**src/rtl/bp_fe_btb_update_queue_if.sv**
```systemverilog
// Update-side and BTB-write-side signals of the BTB update queue.
// The queue is the slave and its environment (back end plus BTB) is the master.
interface bp_fe_btb_update_queue_if #(
  parameter int eaddr_width_p   = 64,
  parameter int btb_idx_width_p = 9
);
  logic                       update_v_i;
  logic                       update_ready_o;
  logic [eaddr_width_p-1:0]   update_pc_i;
  logic [eaddr_width_p-1:0]   update_target_i;
  logic                       btb_r_v_i;
  logic [btb_idx_width_p-1:0] btb_idx_r_i;
  logic                       btb_w_v_o;
  logic [btb_idx_width_p-1:0] btb_idx_w_o;
  logic [eaddr_width_p-1:0]   btb_target_o;

  modport master (
    output update_v_i, update_pc_i, update_target_i, btb_r_v_i, btb_idx_r_i,
    input  update_ready_o, btb_w_v_o, btb_idx_w_o, btb_target_o
  );

  modport slave (
    input  update_v_i, update_pc_i, update_target_i, btb_r_v_i, btb_idx_r_i,
    output update_ready_o, btb_w_v_o, btb_idx_w_o, btb_target_o
  );
endinterface

```
**src/rtl/bp_fe_btb_update_queue.sv**
```systemverilog
// Small FIFO of resolved-branch updates in front of the BTB write port: one write per cycle,
// same-index coalescing at the tail, bounded deferral when the BTB reads the head index.
module bp_fe_btb_update_queue #(
  parameter int eaddr_width_p   = 64,
  parameter int btb_idx_width_p = 9,
  parameter int els_p           = 4,
  parameter int max_defer_p     = 3
) (
  input  logic                         clk_i,
  input  logic                         reset_n_i,
  input  logic                         flush_i,
  bp_fe_btb_update_queue_if.slave      bus,
  output logic [$clog2(els_p+1)-1:0]   count_o
);

  localparam int ptr_w = $clog2(els_p);
  localparam int cnt_w = $clog2(els_p+1);
  localparam int def_w = (max_defer_p < 1) ? 1 : $clog2(max_defer_p+1);

  localparam logic [cnt_w-1:0] els_c     = cnt_w'(els_p);
  localparam logic [cnt_w-1:0] one_c     = cnt_w'(1);
  localparam logic [def_w-1:0] max_def_c = def_w'(max_defer_p);

  logic [btb_idx_width_p-1:0] idx_mem_q [els_p];
  logic [eaddr_width_p-1:0]   tgt_mem_q [els_p];

  logic [ptr_w-1:0] head_q, head_d;
  logic [ptr_w-1:0] tail_q, tail_d;
  logic [cnt_w-1:0] count_q, count_d;
  logic [def_w-1:0] defer_cnt_q, defer_cnt_d;

  logic [ptr_w-1:0]           tail_last;
  logic [btb_idx_width_p-1:0] in_idx;
  logic [btb_idx_width_p-1:0] head_idx;
  logic                       not_empty;
  logic                       ready;
  logic                       defer;
  logic                       w_v;
  logic                       accept;
  logic                       coalesce;
  logic                       enq;

  // tail_q points at the next free slot; the most recent entry sits one behind it
  assign tail_last = tail_q - ptr_w'(1);
  assign in_idx    = bus.update_pc_i[btb_idx_width_p+1:2];
  assign head_idx  = idx_mem_q[head_q];
  assign not_empty = (count_q != '0);
  assign ready     = (count_q < els_c);

  assign defer = bus.btb_r_v_i && (bus.btb_idx_r_i == head_idx) && (defer_cnt_q < max_def_c);
  assign w_v   = not_empty && !flush_i && !defer;

  assign accept = bus.update_v_i && ready && !flush_i;

  // Never merge into an entry that is leaving through the write port this cycle
  assign coalesce = accept && not_empty
                 && (in_idx == idx_mem_q[tail_last])
                 && !((count_q == one_c) && w_v);
  assign enq = accept && !coalesce;

  assign bus.update_ready_o = ready;
  assign bus.btb_w_v_o      = w_v;
  assign bus.btb_idx_w_o    = head_idx;
  assign bus.btb_target_o   = tgt_mem_q[head_q];
  assign count_o            = count_q;

  always_comb begin
    head_d      = head_q;
    tail_d      = tail_q;
    count_d     = count_q;
    defer_cnt_d = defer_cnt_q;
    if (flush_i) begin
      head_d      = '0;
      tail_d      = '0;
      count_d     = '0;
      defer_cnt_d = '0;
    end else begin
      if (w_v) head_d = head_q + ptr_w'(1);
      if (enq) tail_d = tail_q + ptr_w'(1);
      unique case ({enq, w_v})
        2'b10:   count_d = count_q + one_c;
        2'b01:   count_d = count_q - one_c;
        default: count_d = count_q;
      endcase
      if (w_v) begin
        defer_cnt_d = '0;
      end else if (not_empty && defer) begin
        defer_cnt_d = defer_cnt_q + def_w'(1);
      end
    end
  end

  always_ff @(posedge clk_i or negedge reset_n_i) begin
    if (!reset_n_i) begin
      head_q      <= '0;
      tail_q      <= '0;
      count_q     <= '0;
      defer_cnt_q <= '0;
    end else begin
      head_q      <= head_d;
      tail_q      <= tail_d;
      count_q     <= count_d;
      defer_cnt_q <= defer_cnt_d;
    end
  end

  // Storage holds no reset value; occupancy alone decides what is meaningful
  always_ff @(posedge clk_i) begin
    if (enq) begin
      idx_mem_q[tail_q] <= in_idx;
      tgt_mem_q[tail_q] <= bus.update_target_i;
    end
    if (coalesce) begin
      tgt_mem_q[tail_last] <= bus.update_target_i;
    end
  end

  a_no_overflow : assert property (@(posedge clk_i) disable iff (!reset_n_i)
                                   accept |-> (count_q < els_c));
  a_no_underflow : assert property (@(posedge clk_i) disable iff (!reset_n_i)
                                    w_v |-> not_empty);

endmodule
```
**src/flat_wrapper.sv**
```systemverilog
// flat-port wrapper written by rule: the top's interface ports become plain ports
module bp_fe_btb_update_queue_flat 
#(
  parameter int eaddr_width_p   = 64,
  parameter int btb_idx_width_p = 9,
  parameter int els_p           = 4,
  parameter int max_defer_p     = 3
)
  (clk_i, reset_n_i, flush_i, count_o, bus_update_v_i, bus_update_pc_i, bus_update_target_i, bus_btb_r_v_i, bus_btb_idx_r_i, bus_update_ready_o, bus_btb_w_v_o, bus_btb_idx_w_o, bus_btb_target_o);
  bp_fe_btb_update_queue_if #(.eaddr_width_p(eaddr_width_p), .btb_idx_width_p(btb_idx_width_p)) bus_i ();
  input  logic clk_i;
  input  logic reset_n_i;
  input  logic flush_i;
  output logic [$clog2(els_p+1)-1:0] count_o;
  input wire logic [$bits(bus_i.update_v_i)-1:0] bus_update_v_i;
  input wire logic [$bits(bus_i.update_pc_i)-1:0] bus_update_pc_i;
  input wire logic [$bits(bus_i.update_target_i)-1:0] bus_update_target_i;
  input wire logic [$bits(bus_i.btb_r_v_i)-1:0] bus_btb_r_v_i;
  input wire logic [$bits(bus_i.btb_idx_r_i)-1:0] bus_btb_idx_r_i;
  output wire logic [$bits(bus_i.update_ready_o)-1:0] bus_update_ready_o;
  output wire logic [$bits(bus_i.btb_w_v_o)-1:0] bus_btb_w_v_o;
  output wire logic [$bits(bus_i.btb_idx_w_o)-1:0] bus_btb_idx_w_o;
  output wire logic [$bits(bus_i.btb_target_o)-1:0] bus_btb_target_o;
  assign bus_i.update_v_i = bus_update_v_i;
  assign bus_i.update_pc_i = bus_update_pc_i;
  assign bus_i.update_target_i = bus_update_target_i;
  assign bus_i.btb_r_v_i = bus_btb_r_v_i;
  assign bus_i.btb_idx_r_i = bus_btb_idx_r_i;
  assign bus_update_ready_o = bus_i.update_ready_o;
  assign bus_btb_w_v_o = bus_i.btb_w_v_o;
  assign bus_btb_idx_w_o = bus_i.btb_idx_w_o;
  assign bus_btb_target_o = bus_i.btb_target_o;
  bp_fe_btb_update_queue #(.eaddr_width_p(eaddr_width_p), .btb_idx_width_p(btb_idx_width_p), .els_p(els_p), .max_defer_p(max_defer_p)) u_core (.clk_i(clk_i), .reset_n_i(reset_n_i), .flush_i(flush_i), .bus(bus_i), .count_o(count_o));
endmodule
```
**config.mk**
```make
export PLATFORM = sky130hd
export DESIGN_NAME = bp_fe_btb_update_queue_flat
export DESIGN_NICKNAME = d
export VERILOG_FILES = /design/src/rtl/bp_fe_btb_update_queue_if.sv /design/src/rtl/bp_fe_btb_update_queue.sv /design/src/flat_wrapper.sv
export SDC_FILE = /design/constraint.sdc
export NUM_CORES = 1
export LEC_CHECK = 0
export ABC_AREA = 1
export CAP_MARGIN = 20
export CORE_ASPECT_RATIO = 1.75
export CORE_MARGIN = 2
export CORE_UTILIZATION = 40
export CTS_CLUSTER_SIZE = 40
export DETAILED_ROUTE_END_ITERATION = 8
export GPL_TIMING_DRIVEN = 0
export PLACE_DENSITY_LB_ADDON = 0.1
export SLEW_MARGIN = 20
export SYNTH_ARGS = -nofsm -noshare
export SYNTH_HDL_FRONTEND = slang
export SYNTH_SLANG_ARGS = --single-unit
export TNS_END_PERCENT = 5
```
**constraint.sdc**
```tcl
create_clock -name clk_i -period 14.73 [get_ports clk_i]
set_input_delay 2.946 -clock clk_i [delete_from_list [all_inputs] [get_ports clk_i]]
set_output_delay 2.946 -clock clk_i [all_outputs]
set_load 0.01 [all_outputs]
```
* After elaboration in Yosys (flattened, before gate mapping) *
Memory sizes are Yosys's and may differ from the RTL's.
Cells that the tools add are included.

storage, ports and cells
  output and inout bits = 78
  memories = 2
  memory bits (writable) = 292
  register bits after elaboration = 9
  logic and storage cells = 57
  input port bits = 142

cells by class
  order comparisons = 2
  add/subtract/negate cells = 6
  reduce and logical (&&, ||, !) cells = 22
  eq/ne operators = 5
  mux-type cells = 16

memory list
  memory            depth  width  rd ports  clocked after memory_dff  wr ports  RTL line                      source
  u_core.tgt_mem_q  4      64     1         0                         1         bp_fe_btb_update_queue.sv:25  logic [eaddr_width_p-1:0] tgt_mem_q [els_p];
  u_core.idx_mem_q  4      9      2         0                         1         bp_fe_btb_update_queue.sv:24  logic [btb_idx_width_p-1:0] idx_mem_q [els_p];

operators with widths
  kind                 number
  $mux 64              1
  $reduce_or 64->1     1
  $eq 9x9->1           2
  $mux 2               8
  $logic_and 1x1->1    12
  $reduce_bool 3->1    3
  $add 2x1->2 const B  3
  $pmux 3 s2           1
  $mux 1               5
  $logic_not 1->1      4
  $reduce_bool 2->1    2
  $add 3x1->3 const B  1
  $eq 3x1->1 const B   1
  $lt 3x3->1 const B   1
  $mux 3               1
  $sub 3x1->3 const B  1
  $eq 2x1->1 const B   1
  $eq 2x2->1 const B   1
  $lt 2x2->1 const B   1
  $sub 2x1->2 const B  1

* Depth between registers and ports, before layout *
An unclocked memory read counts as a cell.

  depth after elaboration = 14
  gate-level depth with buffers = 20

* Least setup slack after synthesis *
No wires, ideal clock.

  path kind = in2reg
  start = input port flush_i
  end = memory u_core.tgt_mem_q[1][0], enable pin
  required time = 14.243 ns
  path buffers = 0
  stages on the path = 12
  setup time = 0.487 ns
  setup slack = 7.454 ns
  data arrival time = 6.790 ns
  path through = inv_1 nand3_1 inv_2 nand2_1 nor3_1 nand3_1 nor2_2 nand2_4 xor2_1 inv_1 nand2_1 nor2_1

on the way
  cells in the longest elaborated chain, start to end = 11
  elaborated cells on any way between the ends = 18
  classes of those cells = mux (6); reduce/logical (12)

RTL lines
  item                                                                       RTL line                                                    source
  start: declaration                                                         flat_wrapper.sv:13                                          input logic flush_i;
  $logic_not 1->1 (*)                                                        bp_fe_btb_update_queue.sv:51, bp_fe_btb_update_queue.sv:53
  parallel branches: the longest is 10 deep, another holds $reduce_or 64->1  -
  end: declaration                                                           bp_fe_btb_update_queue.sv:25

Every way passes the cells marked *.

* Final worst setup path *
  start = input port bus_btb_idx_r_i[3]
  end = output port bus_btb_w_v_o

on the way
  cells in the longest elaborated chain, start to end = 5

RTL lines
  item                             RTL line                      source
  start: declaration               flat_wrapper.sv:19            input wire logic [$bits(bus_i.btb_idx_r_i)-1:0] bus_btb_idx_r_i;
  $eq 9x9->1                       bp_fe_btb_update_queue.sv:50  assign defer = bus.btb_r_v_i && (bus.btb_idx_r_i == head_idx) && (defer_cnt_q < max_def_c);
  $logic_and 1x1->1 (2 in series)  bp_fe_btb_update_queue.sv:50
  $logic_not 1->1                  bp_fe_btb_update_queue.sv:51  assign w_v = not_empty && !flush_i && !defer;
  $logic_and 1x1->1                bp_fe_btb_update_queue.sv:51
  end: declaration                 flat_wrapper.sv:21            output wire logic [$bits(bus_i.btb_w_v_o)-1:0] bus_btb_w_v_o;

Every way passes these cells.

==> flow_results.xml <==
<?xml version="1.0" encoding="UTF-8"?>
<metrics>
  <group name="run_status">
    <metric name="status" unit="">completed</metric>
  </group>
  <group name="setup_path">
    <metric name="worstPathArrival" unit="ns">4.79</metric>
    <metric name="reg2reg_slack" unit="ns">10.11</metric>
    <metric name="worst-path-max-fanout" unit="">4</metric>
    <metric name="crit_path_start_kind" unit="">primary input</metric>
    <metric name="crit_start" unit="">bus_btb_idx_r_i[3]</metric>
    <metric name="crit-reg2reg-launch" unit="">u_core.tail_q[0]</metric>
    <metric name="worstSetupPathType" unit="">in -&gt; out</metric>
    <metric name="crit_path_end_kind" unit="">output pin</metric>
    <metric name="cp_data_required_time" unit="ns">11.78</metric>
  </group>
  <group name="sta">
    <metric name="final.period_utilization" unit="%">52.5</metric>
    <metric name="rsz0062_at_grt" unit="">false</metric>
    <metric name="worst_clock_skew" unit="ns">0.0136</metric>
    <metric name="fin_crit" unit="ns">7.74</metric>
    <metric name="worstMarginPinSlew" unit="ns">1.01</metric>
    <metric name="timing.slew.headroom" unit="%">32.2</metric>
    <metric name="maxClockFrequency" unit="MHz">129</metric>
    <metric name="holdWs" unit="ns">0.495</metric>
    <metric name="report.final.slew_viol_count" unit="">0</metric>
    <metric name="final.setup.tns" unit="ns">0</metric>
    <metric name="setup-violations-final" unit="">0</metric>
    <metric name="crit_path_setup_slack_layout" unit="ns">6.99</metric>
    <metric name="timing_hold_violations_final" unit="">0</metric>
  </group>
  <group name="hold_path">
    <metric name="worstHoldPathType" unit="">reg -&gt; reg</metric>
    <metric name="min-delay-start" unit="">u_core.defer_cnt_q[0]</metric>
  </group>
  <group name="drt">
    <metric name="route.vias.total" unit="">8060</metric>
    <metric name="detail_routed_net_length_per_standard_cell" unit="um">19.7</metric>
    <metric name="detail_route.drc_violations" unit="">0</metric>
    <metric name="detail_route.first_pass.iterations" unit="">5</metric>
    <metric name="drt_first_iter_violations" unit="">446</metric>
    <metric name="finalWirelength" unit="um">30900</metric>
    <metric name="routed_via_density" unit="">5.13</metric>
    <metric name="drt.antenna.violating_nets" unit="">0</metric>
  </group>
  <group name="logic_synthesis">
    <metric name="syn-cell-area" unit="mm2">0.0121</metric>
    <metric name="syn-num-nets" unit="">1108</metric>
    <metric name="netlist_instances" unit="">957</metric>
    <metric name="synth.distinct_cells" unit="">27</metric>
    <metric name="synth.yosys.seq_area_share" unit="%">74.6</metric>
    <metric name="yosys_warnings" unit="">0</metric>
    <metric name="syn_area_per_cell" unit="um2">12.6</metric>
    <metric name="synth_edf_count" unit="">292</metric>
    <metric name="ys.flop_type" unit="">edfxtp_1</metric>
    <metric name="ys_ff_latch" unit="">301</metric>
    <metric name="async_reset_ff_share" unit="%">2.99</metric>
  </group>
  <group name="placement">
    <metric name="place_worst_setup_slack" unit="ns">6.90</metric>
    <metric name="hpwlAfterDp" unit="um">20900</metric>
    <metric name="dp_cells" unit="">1521</metric>
    <metric name="routability_congestion_estimate" unit="">0.845</metric>
    <metric name="portBuffers" unit="">164</metric>
  </group>
  <group name="power">
    <metric name="power_frac_seq" unit="%">37.9</metric>
    <metric name="sw_frac_of_total" unit="%">33.2</metric>
    <metric name="combPwrFrac" unit="%">35.9</metric>
    <metric name="leakagePower" unit="uW">0.00536</metric>
    <metric name="ir_drop" unit="mV">0.107</metric>
    <metric name="power_density" unit="mW/mm2">173</metric>
    <metric name="total_switching_power" unit="uW">885</metric>
    <metric name="power.share.clock" unit="%">26.2</metric>
    <metric name="internal-power" unit="uW">1780</metric>
  </group>
  <group name="clock_tree">
    <metric name="cts.sink_count" unit="">301</metric>
    <metric name="cts_max_path_buffers" unit="">3</metric>
    <metric name="worst_skew_pair.late_latency" unit="ns">0.55</metric>
    <metric name="cts_resized" unit="">0</metric>
    <metric name="clkTransAtPathRegs" unit="ns">0.07</metric>
    <metric name="post_cts_hold_buffer_count" unit="">0</metric>
    <metric name="root_buffer" unit="">clkbuf_16</metric>
    <metric name="cts_setup_buffers" unit="">0</metric>
    <metric name="htree_num_levels" unit="">1</metric>
    <metric name="tritoncts" unit="">built</metric>
    <metric name="tritoncts.num_buffers" unit="">28</metric>
  </group>
  <group name="cells_and_area">
    <metric name="antennaDiodeCount" unit="">0</metric>
    <metric name="drive_above_1_share" unit="%">6.33</metric>
    <metric name="multiInputGateArea" unit="mm2">0.00272</metric>
    <metric name="regArea" unit="mm2">0.00899</metric>
    <metric name="layout-area-overhead-vs-synth" unit="%">27.7</metric>
    <metric name="layout.nets" unit="">1315</metric>
    <metric name="final.fill_count" unit="">2638</metric>
    <metric name="final-instance-count-excl-fill" unit="">1571</metric>
    <metric name="finalCoreUtilization" unit="%">51.6</metric>
  </group>
  <group name="floorplan">
    <metric name="initial_cell_density_of_the_core" unit="%">40.4</metric>
    <metric name="core_area" unit="mm2">0.0298</metric>
    <metric name="rows" unit="">84</metric>
    <metric name="design.die.area" unit="mm2">0.0316</metric>
    <metric name="chipWidth" unit="um">135</metric>
    <metric name="die_height" unit="um">234</metric>
    <metric name="io_pins" unit="">220</metric>
  </group>
  <group name="global_routing">
    <metric name="number_of_global_route_vias_before_repair" unit="">8096</metric>
    <metric name="groute.usage.overall" unit="%">19.7</metric>
    <metric name="pin_count_of_the_biggest_net_entering_global_routing" unit="">24</metric>
    <metric name="number_of_antenna_violations_at_the_first_check_in_global_routing" unit="">0</metric>
    <metric name="grt_pass1_wl" unit="um">46700</metric>
    <metric name="globalRouteOverflowTotal" unit="">0</metric>
  </group>
  <group name="flow_run">
    <metric name="drv_cap" unit="">0</metric>
  </group>
</metrics>
registers in the layout (all words and copies together) (netlist names):
register / cells
u_core.head_q: 2
u_core.idx_mem_q: 36
u_core.tail_q: 2
u_core.tgt_mem_q: 256
u_core.count_o: 3
u_core.defer_cnt_q: 2
metrics by stage:
stage	instance area [um2]	total power, uW
floorplan	12100	1500
global placement	14200	1990
detailed placement	14500	2000
CTS	15400	2700
global route	15400	2820
finish	15400	2670
path summary, 6_finish.rpt:
check | to | cells past startpoint
max | bus_btb_w_v_o | 9
min | u_core.defer_cnt_q[0] | 1
max reg2reg | u_core.tgt_mem_q[1][28] | 17
min reg2reg | u_core.defer_cnt_q[0] | 1
max in group asynchronous | u_core.tail_q[0] | 1
min in group asynchronous | u_core.count_o[0] | 1
area by class of cell:
class | count | area share, %
sequential | 301 | 58.4
multi-input combinational | 562 | 17.7
timing repair buffer | 177 | 12.7
clock buffer | 37 | 4.91
tap | 387 | 3.14
buffer | 53 | 1.42
inverter | 41 | 0.999
clock inverter | 13 | 0.731
power groups by stage:
stage / clock network, uW / registers [uW] / logic (uW)
floorplan: 0 / 1030 / 471
global placement: 0 / 1040 / 956
detailed placement: 0 / 1030 / 976
CTS: 713 / 1010 / 981
global route: 748 / 1010 / 1060
finish: 699 / 1010 / 957
cells by family (layout without fill, tap and decap cells):
family | after synthesis | count (layout) | synth area share, %
buffers and inverters | 94 | 321 | 3.09
and+or+nand+nor | 337 | 337 | 11.5
adders and majority gates | 9 | 9 | 0.934
xor gates and xnor gates | 9 | 9 | 0.654
AOI/OAI and AO/OA | 207 | 207 | 9.28
DFF | 301 | 301 | 74.6
cells in the final DEF (no fill, tap or decap), types with 2 or more instances in the layout:
master,synthesis,final
buf_12,0,5
o21ai_1,5,5
edfxtp_1,292,292
a21oi_1,4,4
nand3_2,3,3
clkdlybuf4s50_1,0,164
buf_2,7,7
clkbuf_1,41,49
o21ai_0,133,133
xor2_1,7,7
inv_2,6,6
nand3_1,51,51
bufinv_16,0,2
clkinv_2,0,3
inv_1,34,34
ha_1,9,9
clkinv_1,1,8
dfrtp_1,9,9
nand2_4,3,3
buf_4,3,3
nor2_4,0,4
xnor2_1,2,2
nand2_1,131,131
clkbuf_16,0,29
buf_16,0,8
o22ai_1,64,64
buf_1,2,2
nor2_1,144,140
critical path, stage by stage:
cell and delay [ns]:
clkdlybuf4s50_1 0.48, nand3_1 0.08, nand2_1 0.07, nand2_1 0.08, nor2_1 0.20, nand3_2 0.18
nand2_1 0.17, inv_2 0.09, clkdlybuf4s50_1 0.48
metal layers:
metal  track usage (%)  up-vias  share of wire [%]
met3              2.56       36                4.5
met4              5.31        0                2.1
li1                  -     3864                  -
met2              37.4      196                 55
met5                 0        -                  0
met1              23.0     3964                 39
synthesized netlist by cell type, types with 4 or more instances:
master    number  area share (%)
o21ai_1        5            0.21
nand2_1      131             4.1
a21oi_1        4            0.17
o22ai_1       64             3.3
inv_1         34             1.1
dfrtp_1        9             1.9
edfxtp_1     292              73
nand3_1       51             2.1
clkbuf_1      41             1.3
xor2_1         7            0.51
o21ai_0      133             5.5
ha_1           9            0.93
inv_2          6            0.19
buf_2          7            0.29
nor2_1       144             4.5
(Power assumes the default switching activity.)
